### config.mk
export PLATFORM = sky130hd
export DESIGN_NAME = axi4lite_demux
export DESIGN_NICKNAME = d
export VERILOG_FILES = /design/src/rtl/axi4lite_pkg.sv /design/src/rtl/axi4lite_addr_dec.sv /design/src/rtl/axi4lite_demux.sv
export SDC_FILE = /design/constraint.sdc
export NUM_CORES = 1
export LEC_CHECK = 0
export CORE_AREA = 2 2 283 285
export CTS_CLUSTER_DIAMETER = 100
export DETAILED_ROUTE_END_ITERATION = 7
export DIE_AREA = 0 0 285 287
export PLACE_DENSITY_LB_ADDON = 0.2
export SETUP_SLACK_MARGIN = 0.02
export SLEW_MARGIN = 20
export SYNTH_ARGS = -nofsm -noshare
export SYNTH_HDL_FRONTEND = slang
export SYNTH_SLANG_ARGS = --single-unit
### constraint.sdc
create_clock -name clk -period 2.1 [get_ports clk]
set_input_delay 0.525 -clock clk [delete_from_list [all_inputs] [get_ports clk]]
set_output_delay 0.525 -clock clk [all_outputs]
set_load 0.01 [all_outputs]
### src/rtl/axi4lite_pkg.sv
// Shared definitions for the AXI4-Lite 1:N demultiplexer.
//   RESP_*     : AXI response encodings
//   w_state_e  : write channel FSM states
//   r_state_e  : read channel FSM states
//   idx_w()    : width of a port index for a given port count (minimum 1)
package axi4lite_pkg;

  localparam logic [1:0] RESP_OKAY   = 2'b00;
  localparam logic [1:0] RESP_SLVERR = 2'b10;
  localparam logic [1:0] RESP_DECERR = 2'b11;

  typedef enum logic [1:0] {
    W_IDLE,
    W_REQ,
    W_RESP
  } w_state_e;

  typedef enum logic [1:0] {
    R_IDLE,
    R_REQ,
    R_DATA
  } r_state_e;

  function automatic int unsigned idx_w(input int unsigned n);
    return (n > 1) ? $clog2(n) : 1;
  endfunction

endpackage

### src/rtl/axi4lite_addr_dec.sv
// Combinational address decoder.
//   addr : address to decode
//   idx  : index of the lowest-numbered port whose (addr & MASK[i]) == BASE[i]
//   hit  : 1 when any port matched; idx is 0 when nothing matched
module axi4lite_addr_dec
  import axi4lite_pkg::*;
#(
  parameter int unsigned N_SLAVES = 4,
  parameter int unsigned ADDR_W   = 32,
  parameter int unsigned IDX_W    = idx_w(N_SLAVES),
  parameter logic [N_SLAVES*ADDR_W-1:0] BASE = '0,
  parameter logic [N_SLAVES*ADDR_W-1:0] MASK = '0
) (
  input  logic [ADDR_W-1:0] addr,
  output logic [IDX_W-1:0]  idx,
  output logic              hit
);

  always_comb begin
    idx = '0;
    hit = 1'b0;
    for (int unsigned i = 0; i < N_SLAVES; i++) begin
      if (!hit && ((addr & MASK[i*ADDR_W +: ADDR_W]) == BASE[i*ADDR_W +: ADDR_W])) begin
        idx = IDX_W'(i);
        hit = 1'b1;
      end
    end
  end

endmodule

### src/rtl/axi4lite_demux.sv
// AXI4-Lite 1:N_SLAVES demultiplexer with independent read and write FSMs,
// one outstanding transaction per direction, one register stage toward m_*.
//   clk, rst_n          : clock, asynchronous active-low reset
//   s_aw*/s_w*/s_b*     : upstream write channels
//   s_ar*/s_r*          : upstream read channels
//   m_*                 : downstream channels, port i in slice i
// Optional: define AXI4LITE_DEMUX_DECERR_EN to answer unmapped addresses with
// DECERR internally; otherwise unmapped addresses go to port 0.
module axi4lite_demux
  import axi4lite_pkg::*;
#(
  parameter int unsigned N_SLAVES = 4,
  parameter int unsigned ADDR_W   = 32,
  parameter int unsigned DATA_W   = 32,
  parameter logic [N_SLAVES*ADDR_W-1:0] BASE = '0,
  parameter logic [N_SLAVES*ADDR_W-1:0] MASK = '0
) (
  input  logic                           clk,
  input  logic                           rst_n,
  input  logic [ADDR_W-1:0]              s_awaddr,
  input  logic                           s_awvalid,
  output logic                           s_awready,
  input  logic [DATA_W-1:0]              s_wdata,
  input  logic [DATA_W/8-1:0]            s_wstrb,
  input  logic                           s_wvalid,
  output logic                           s_wready,
  output logic [1:0]                     s_bresp,
  output logic                           s_bvalid,
  input  logic                           s_bready,
  input  logic [ADDR_W-1:0]              s_araddr,
  input  logic                           s_arvalid,
  output logic                           s_arready,
  output logic [DATA_W-1:0]              s_rdata,
  output logic [1:0]                     s_rresp,
  output logic                           s_rvalid,
  input  logic                           s_rready,
  output logic [N_SLAVES*ADDR_W-1:0]     m_awaddr,
  output logic [N_SLAVES-1:0]            m_awvalid,
  input  logic [N_SLAVES-1:0]            m_awready,
  output logic [N_SLAVES*DATA_W-1:0]     m_wdata,
  output logic [N_SLAVES*DATA_W/8-1:0]   m_wstrb,
  output logic [N_SLAVES-1:0]            m_wvalid,
  input  logic [N_SLAVES-1:0]            m_wready,
  input  logic [N_SLAVES*2-1:0]          m_bresp,
  input  logic [N_SLAVES-1:0]            m_bvalid,
  output logic [N_SLAVES-1:0]            m_bready,
  output logic [N_SLAVES*ADDR_W-1:0]     m_araddr,
  output logic [N_SLAVES-1:0]            m_arvalid,
  input  logic [N_SLAVES-1:0]            m_arready,
  input  logic [N_SLAVES*DATA_W-1:0]     m_rdata,
  input  logic [N_SLAVES*2-1:0]          m_rresp,
  input  logic [N_SLAVES-1:0]            m_rvalid,
  output logic [N_SLAVES-1:0]            m_rready
);

  localparam int unsigned STRB_W = DATA_W / 8;
  localparam int unsigned IDX_W  = idx_w(N_SLAVES);

  logic [IDX_W-1:0]    aw_idx, ar_idx;
  logic                aw_hit, ar_hit;
  logic [N_SLAVES-1:0] aw_sel_d, ar_sel_d;
  logic                aw_err_d, ar_err_d;

  axi4lite_addr_dec #(.N_SLAVES(N_SLAVES), .ADDR_W(ADDR_W), .IDX_W(IDX_W),
                      .BASE(BASE), .MASK(MASK))
    u_aw_dec (.addr(s_awaddr), .idx(aw_idx), .hit(aw_hit));

  axi4lite_addr_dec #(.N_SLAVES(N_SLAVES), .ADDR_W(ADDR_W), .IDX_W(IDX_W),
                      .BASE(BASE), .MASK(MASK))
    u_ar_dec (.addr(s_araddr), .idx(ar_idx), .hit(ar_hit));

`ifdef AXI4LITE_DEMUX_DECERR_EN
  assign aw_err_d = !aw_hit;
  assign ar_err_d = !ar_hit;
  assign aw_sel_d = aw_hit ? (N_SLAVES'(1) << aw_idx) : '0;
  assign ar_sel_d = ar_hit ? (N_SLAVES'(1) << ar_idx) : '0;
`else
  assign aw_err_d = 1'b0;
  assign ar_err_d = 1'b0;
  assign aw_sel_d = aw_hit ? (N_SLAVES'(1) << aw_idx) : N_SLAVES'(1);
  assign ar_sel_d = ar_hit ? (N_SLAVES'(1) << ar_idx) : N_SLAVES'(1);
`endif

  // ---------------- write path ----------------
  w_state_e            w_state, w_next;
  logic [ADDR_W-1:0]   w_addr;
  logic [DATA_W-1:0]   w_data;
  logic [STRB_W-1:0]   w_strb;
  logic [N_SLAVES-1:0] w_sel;
  logic                w_err, aw_done, w_done;
  logic                w_accept, aw_fire, w_fire;
  logic [1:0]          b_resp_t;

  assign m_awaddr = {N_SLAVES{w_addr}};
  assign m_wdata  = {N_SLAVES{w_data}};
  assign m_wstrb  = {N_SLAVES{w_strb}};

  always_ff @(posedge clk or negedge rst_n) begin
    if (!rst_n) begin
      w_state <= W_IDLE;
      w_addr  <= '0;
      w_data  <= '0;
      w_strb  <= '0;
      w_sel   <= '0;
      w_err   <= 1'b0;
      aw_done <= 1'b0;
      w_done  <= 1'b0;
    end else begin
      w_state <= w_next;
      if (w_accept) begin
        w_addr  <= s_awaddr;
        w_data  <= s_wdata;
        w_strb  <= s_wstrb;
        w_sel   <= aw_sel_d;
        w_err   <= aw_err_d;
        aw_done <= 1'b0;
        w_done  <= 1'b0;
      end else begin
        if (aw_fire) aw_done <= 1'b1;
        if (w_fire)  w_done  <= 1'b1;
      end
    end
  end

  always_comb begin
    b_resp_t = '0;
    for (int unsigned i = 0; i < N_SLAVES; i++)
      if (w_sel[i]) b_resp_t = m_bresp[i*2 +: 2];
  end

  // Ready outputs are gated by rst_n so they stay low while reset is held.
  always_comb begin
    w_next    = w_state;
    w_accept  = 1'b0;
    aw_fire   = 1'b0;
    w_fire    = 1'b0;
    s_awready = 1'b0;
    s_wready  = 1'b0;
    s_bvalid  = 1'b0;
    s_bresp   = RESP_OKAY;
    m_awvalid = '0;
    m_wvalid  = '0;
    m_bready  = '0;
    case (w_state)
      W_IDLE: begin
        if (rst_n && s_awvalid && s_wvalid) begin
          w_accept  = 1'b1;
          s_awready = 1'b1;
          s_wready  = 1'b1;
          w_next    = W_REQ;
        end
      end
      W_REQ: begin
        if (w_err) begin
          w_next = W_RESP;
        end else begin
          m_awvalid = aw_done ? '0 : w_sel;
          m_wvalid  = w_done  ? '0 : w_sel;
          aw_fire   = !aw_done && |(m_awready & w_sel);
          w_fire    = !w_done  && |(m_wready & w_sel);
          if ((aw_done || aw_fire) && (w_done || w_fire)) w_next = W_RESP;
        end
      end
      W_RESP: begin
        if (w_err) begin
          s_bvalid = 1'b1;
          s_bresp  = RESP_DECERR;
        end else begin
          s_bvalid = |(m_bvalid & w_sel);
          s_bresp  = b_resp_t;
          m_bready = s_bready ? w_sel : '0;
        end
        if (s_bvalid && s_bready) w_next = W_IDLE;
      end
      default: w_next = W_IDLE;
    endcase
  end

  // ---------------- read path ----------------
  r_state_e            r_state, r_next;
  logic [ADDR_W-1:0]   r_addr;
  logic [N_SLAVES-1:0] r_sel;
  logic                r_err, r_accept;
  logic [DATA_W-1:0]   r_data_t;
  logic [1:0]          r_resp_t;

  assign m_araddr = {N_SLAVES{r_addr}};

  always_ff @(posedge clk or negedge rst_n) begin
    if (!rst_n) begin
      r_state <= R_IDLE;
      r_addr  <= '0;
      r_sel   <= '0;
      r_err   <= 1'b0;
    end else begin
      r_state <= r_next;
      if (r_accept) begin
        r_addr <= s_araddr;
        r_sel  <= ar_sel_d;
        r_err  <= ar_err_d;
      end
    end
  end

  always_comb begin
    r_data_t = '0;
    r_resp_t = '0;
    for (int unsigned i = 0; i < N_SLAVES; i++) begin
      if (r_sel[i]) begin
        r_data_t = m_rdata[i*DATA_W +: DATA_W];
        r_resp_t = m_rresp[i*2 +: 2];
      end
    end
  end

  always_comb begin
    r_next    = r_state;
    r_accept  = 1'b0;
    s_arready = 1'b0;
    s_rvalid  = 1'b0;
    s_rdata   = '0;
    s_rresp   = RESP_OKAY;
    m_arvalid = '0;
    m_rready  = '0;
    case (r_state)
      R_IDLE: begin
        s_arready = rst_n;
        if (rst_n && s_arvalid) begin
          r_accept = 1'b1;
          r_next   = R_REQ;
        end
      end
      R_REQ: begin
        if (r_err) begin
          r_next = R_DATA;
        end else begin
          m_arvalid = r_sel;
          if (|(m_arready & r_sel)) r_next = R_DATA;
        end
      end
      R_DATA: begin
        if (r_err) begin
          s_rvalid = 1'b1;
          s_rresp  = RESP_DECERR;
        end else begin
          s_rvalid = |(m_rvalid & r_sel);
          s_rdata  = r_data_t;
          s_rresp  = r_resp_t;
          m_rready = s_rready ? r_sel : '0;
        end
        if (s_rvalid && s_rready) r_next = R_IDLE;
      end
      default: r_next = R_IDLE;
    endcase
  end

endmodule

==> impl_metrics.env <==
export IMPL_ios=732
export IMPL_rsz0062_at_grt="true"
export IMPL_cts_root_buf="clkbuf_16"
export IMPL_grt_overflow_total=0
export IMPL_via_per_inst=2.53
export IMPL_core_area_um2=78600
export IMPL_wl_per_cell_um=12.3
export IMPL_grt_pass1_wl_mm=33.8
export IMPL_areaGrowthSynthToFinish_pct=77.7
export IMPL_power_mw=19.2
export IMPL_cp_required_ns=1.57
export IMPL_crit_fanout=5
export IMPL_hold_ws_ns=0.216
export IMPL_ys_seq_elements=108
export IMPL_portBuffers=593
export IMPL_yosys_area_top_type="dfrtp_1"
export IMPL_p_switching_mw=6.96
export IMPL_clock_power_share_pct=9.6
export IMPL_leakagePower_nw=4.79
export IMPL_layout_drive_gt1_share_pct=23.6
export IMPL_fin_util_pct=15.7
export IMPL_nets=1206
export IMPL_hold_class="primary input to async pin"
export IMPL_drtAntennaViolNets=0
export IMPL_fin_crit_ns=2.20
export IMPL_antenna_found_initial=0
export IMPL_place_hpwl_mm=19.3
export IMPL_clk_latency_ns=0.39
export IMPL_avgSynthCellArea_um2=11.4
export IMPL_powerDensity_nw_per_um2=1550
export IMPL_die_width_um=285
export IMPL_vias=5038
export IMPL_switching_share_pct=36.3
export IMPL_synth_seq_area_share_pct=38.9
export IMPL_first_pass_iters=4
export IMPL_drt_iter0_markers=58
export IMPL_max_cap_violations=0
export IMPL_p_seq_share_pct=24.1
export IMPL_violations="negative setup slack"
export IMPL_syn_area_um2=6950
export IMPL_routabilityCongestion=0.709
export IMPL_setup_viol_count_final=27
export IMPL_relSlewSlack_pct=37.2
export IMPL_grt_pass1_vias=5093
export IMPL_fin_ws_ns=-0.0975
export IMPL_peakVddDrop_mv=0.587
export IMPL_cp_start_kind="flip-flop"
export IMPL_syn_inst=612
export IMPL_cts_made_buffers=9
export IMPL_synth_top_area_share_pct=38.9
export IMPL_yosys_warnings=0
export IMPL_cellInternalPower_mw=12.2
export IMPL_path_class="flip-flop to primary output"
export IMPL_hold_viol=0
export IMPL_cts_tree="built"
export IMPL_r2r_setup_slack_ns=0.15
export IMPL_synth_top_cells_by_area="dfrtp_1 (39%), buf_4 (34%), mux2_2 (10%)"
export IMPL_slew_violations=0
export IMPL_num_rows=103
export IMPL_status="complete, but fails checks"
export IMPL_initial_core_util_pct=8.84
export IMPL_worstPathArrival_ns=1.67
export IMPL_clockBufferDepth=2
export IMPL_max_freq_mhz=455
export IMPL_combPwrFrac_pct=66.3
export IMPL_drc_errors=0
export IMPL_htreeDepth=3
export IMPL_fin_cells=1991
export IMPL_cts_clk_slew_worst_paths_ns=0.09
export IMPL_tightestPinTransition_ns=0.942
export IMPL_synthDistinctLibCells=28
export IMPL_dieArea_um2=81800
export IMPL_end_kind="primary output"
export IMPL_final_period_utilization_pct=105
export IMPL_grt_use_total_pct=5.67
export IMPL_dp_cells=1964
export IMPL_routed_wl_mm=24.4
export IMPL_grt_max_degree=66
export IMPL_clock_sinks=108
export IMPL_die_y_um=287
export IMPL_skew_ns=0.0163
logic make-up (layout without fill, tap and decap cells):
kind of cell	count (synthesis)	after routing	share of synthesized area, %
other cells	1	16	0.0540
mux	100	100	17.7
flops	108	108	38.9
compound gates	8	8	0.648
buf+inv	331	645	36.6
simple gates	64	64	6.05
cell usage in the layout (no fill, tap or decap), drive strengths merged, types with 5 or more instances in the layout:
| master | n |
|---|---|
| buf | 77 |
| nor2 | 7 |
| dlygate4sd2 | 5 |
| conb | 15 |
| clkdlybuf4s50 | 540 |
| and2 | 37 |
| dfrtp | 108 |
| clkbuf | 11 |
| mux2 | 100 |
Yosys cell counts:
library cell and count:
or2_2 3, nor2_4 1, a21oi_1 4, and3_1 4, nand3b_1 2, dfrtp_1 108
nand2b_1 2, o22ai_1 2, mux2_2 64, buf_6 7, mux2_4 28, and2_1 36
o31ai_1 1, o21ai_0 1, nand2_1 2, nor2_1 6, and3b_1 1, conb_1 1
nand3_1 2, nor2b_1 1, and2_4 1, clkbuf_1 3, buf_12 4, nand4b_4 1
nor3b_2 2, inv_1 1, mux2_1 8, buf_4 316
path summary, 6_finish.rpt:
kind	endpoint	start	cells past startpoint
setup / recovery	s_rdata[2]	r_sel[0]	7
hold / removal	aw_done	rst_n	3
setup reg to reg	w_addr[15]	w_state[1]	7
hold reg to reg	w_done	w_done	2
max in group asynchronous	r_addr[10]	rst_n	2
min in group clk	w_state[0]	rst_n	3
power by group through the flow:
stage / combinational, mW / clock (mW) / sequential [mW]
finish: 12.7 / 1.83 / 4.63
global route: 13.3 / 2.09 / 4.89
CTS: 12.9 / 2.03 / 4.73
detailed placement: 12.7 / 0 / 4.74
global placement: 12.9 / 0 / 4.69
floorplan: 7.39 / 0 / 4.70
metal layers:
metal  vias up  part of all wire [%]  global-route usage [%]
li1       2287                     -                       -
met1      2351                    34                    5.55
met2       383                    54                    10.8
met3        17                   9.6                    2.14
met4         0                   1.7                    2.12
met5         -                     0                       0
flip-flops by register name (all words and copies together), names as in the netlist:
signal   cells
w_data      32
r_sel        1
w_addr      32
r_state      2
w_state      2
aw_done      1
r_addr      32
w_sel        1
w_done       1
w_strb       4
timing repair:
action                                 4_1_cts  5_1_grt
pin swaps                                    7        8
buffers inserted                            10        0
endpoints found under the hold margin        0        0
gates cloned                                 3        0
setup endpoints to repair                   63       53
resized for setup                          213       28
hold buffers                                 0        0
critical path, stage by stage, from the launching register on:
cell and delay, ns:
dfrtp_1 0.38, inv_2 0.06, nor3b_4 0.23, buf_6 0.13
buf_6 0.12, buf_16 0.11, and2_4 0.15, buf_6 0.10
layout make-up:
class	instances	area (um^2)
Antenna cell	1	2.50
Clock buffer	10	239
Clock inverter	6	58.8
Fill cell	8809	66300
Inverter	1	3.75
Multi-Input combinational cell	187	1820
Sequential cell	108	2710
Tap cell	1050	1310
Timing Repair Buffer	628	6200
through the flow:
| stage | instance area [um^2] | setup WS [ns] | TNS (ns) |
|---|---|---|---|
| floorplan | 7000 | 0.394 | 0 |
| global placement | 12000 | -0.444 | -21.44 |
| detailed placement | 12000 | -0.451 | -21.91 |
| CTS | 12300 | -0.146 | -3.74 |
| global route | 12300 | -0.213 | -5.59 |
| finish | 12400 | -0.0975 | -1.01 |
Note: power is estimated with default switching activity, not from simulation.
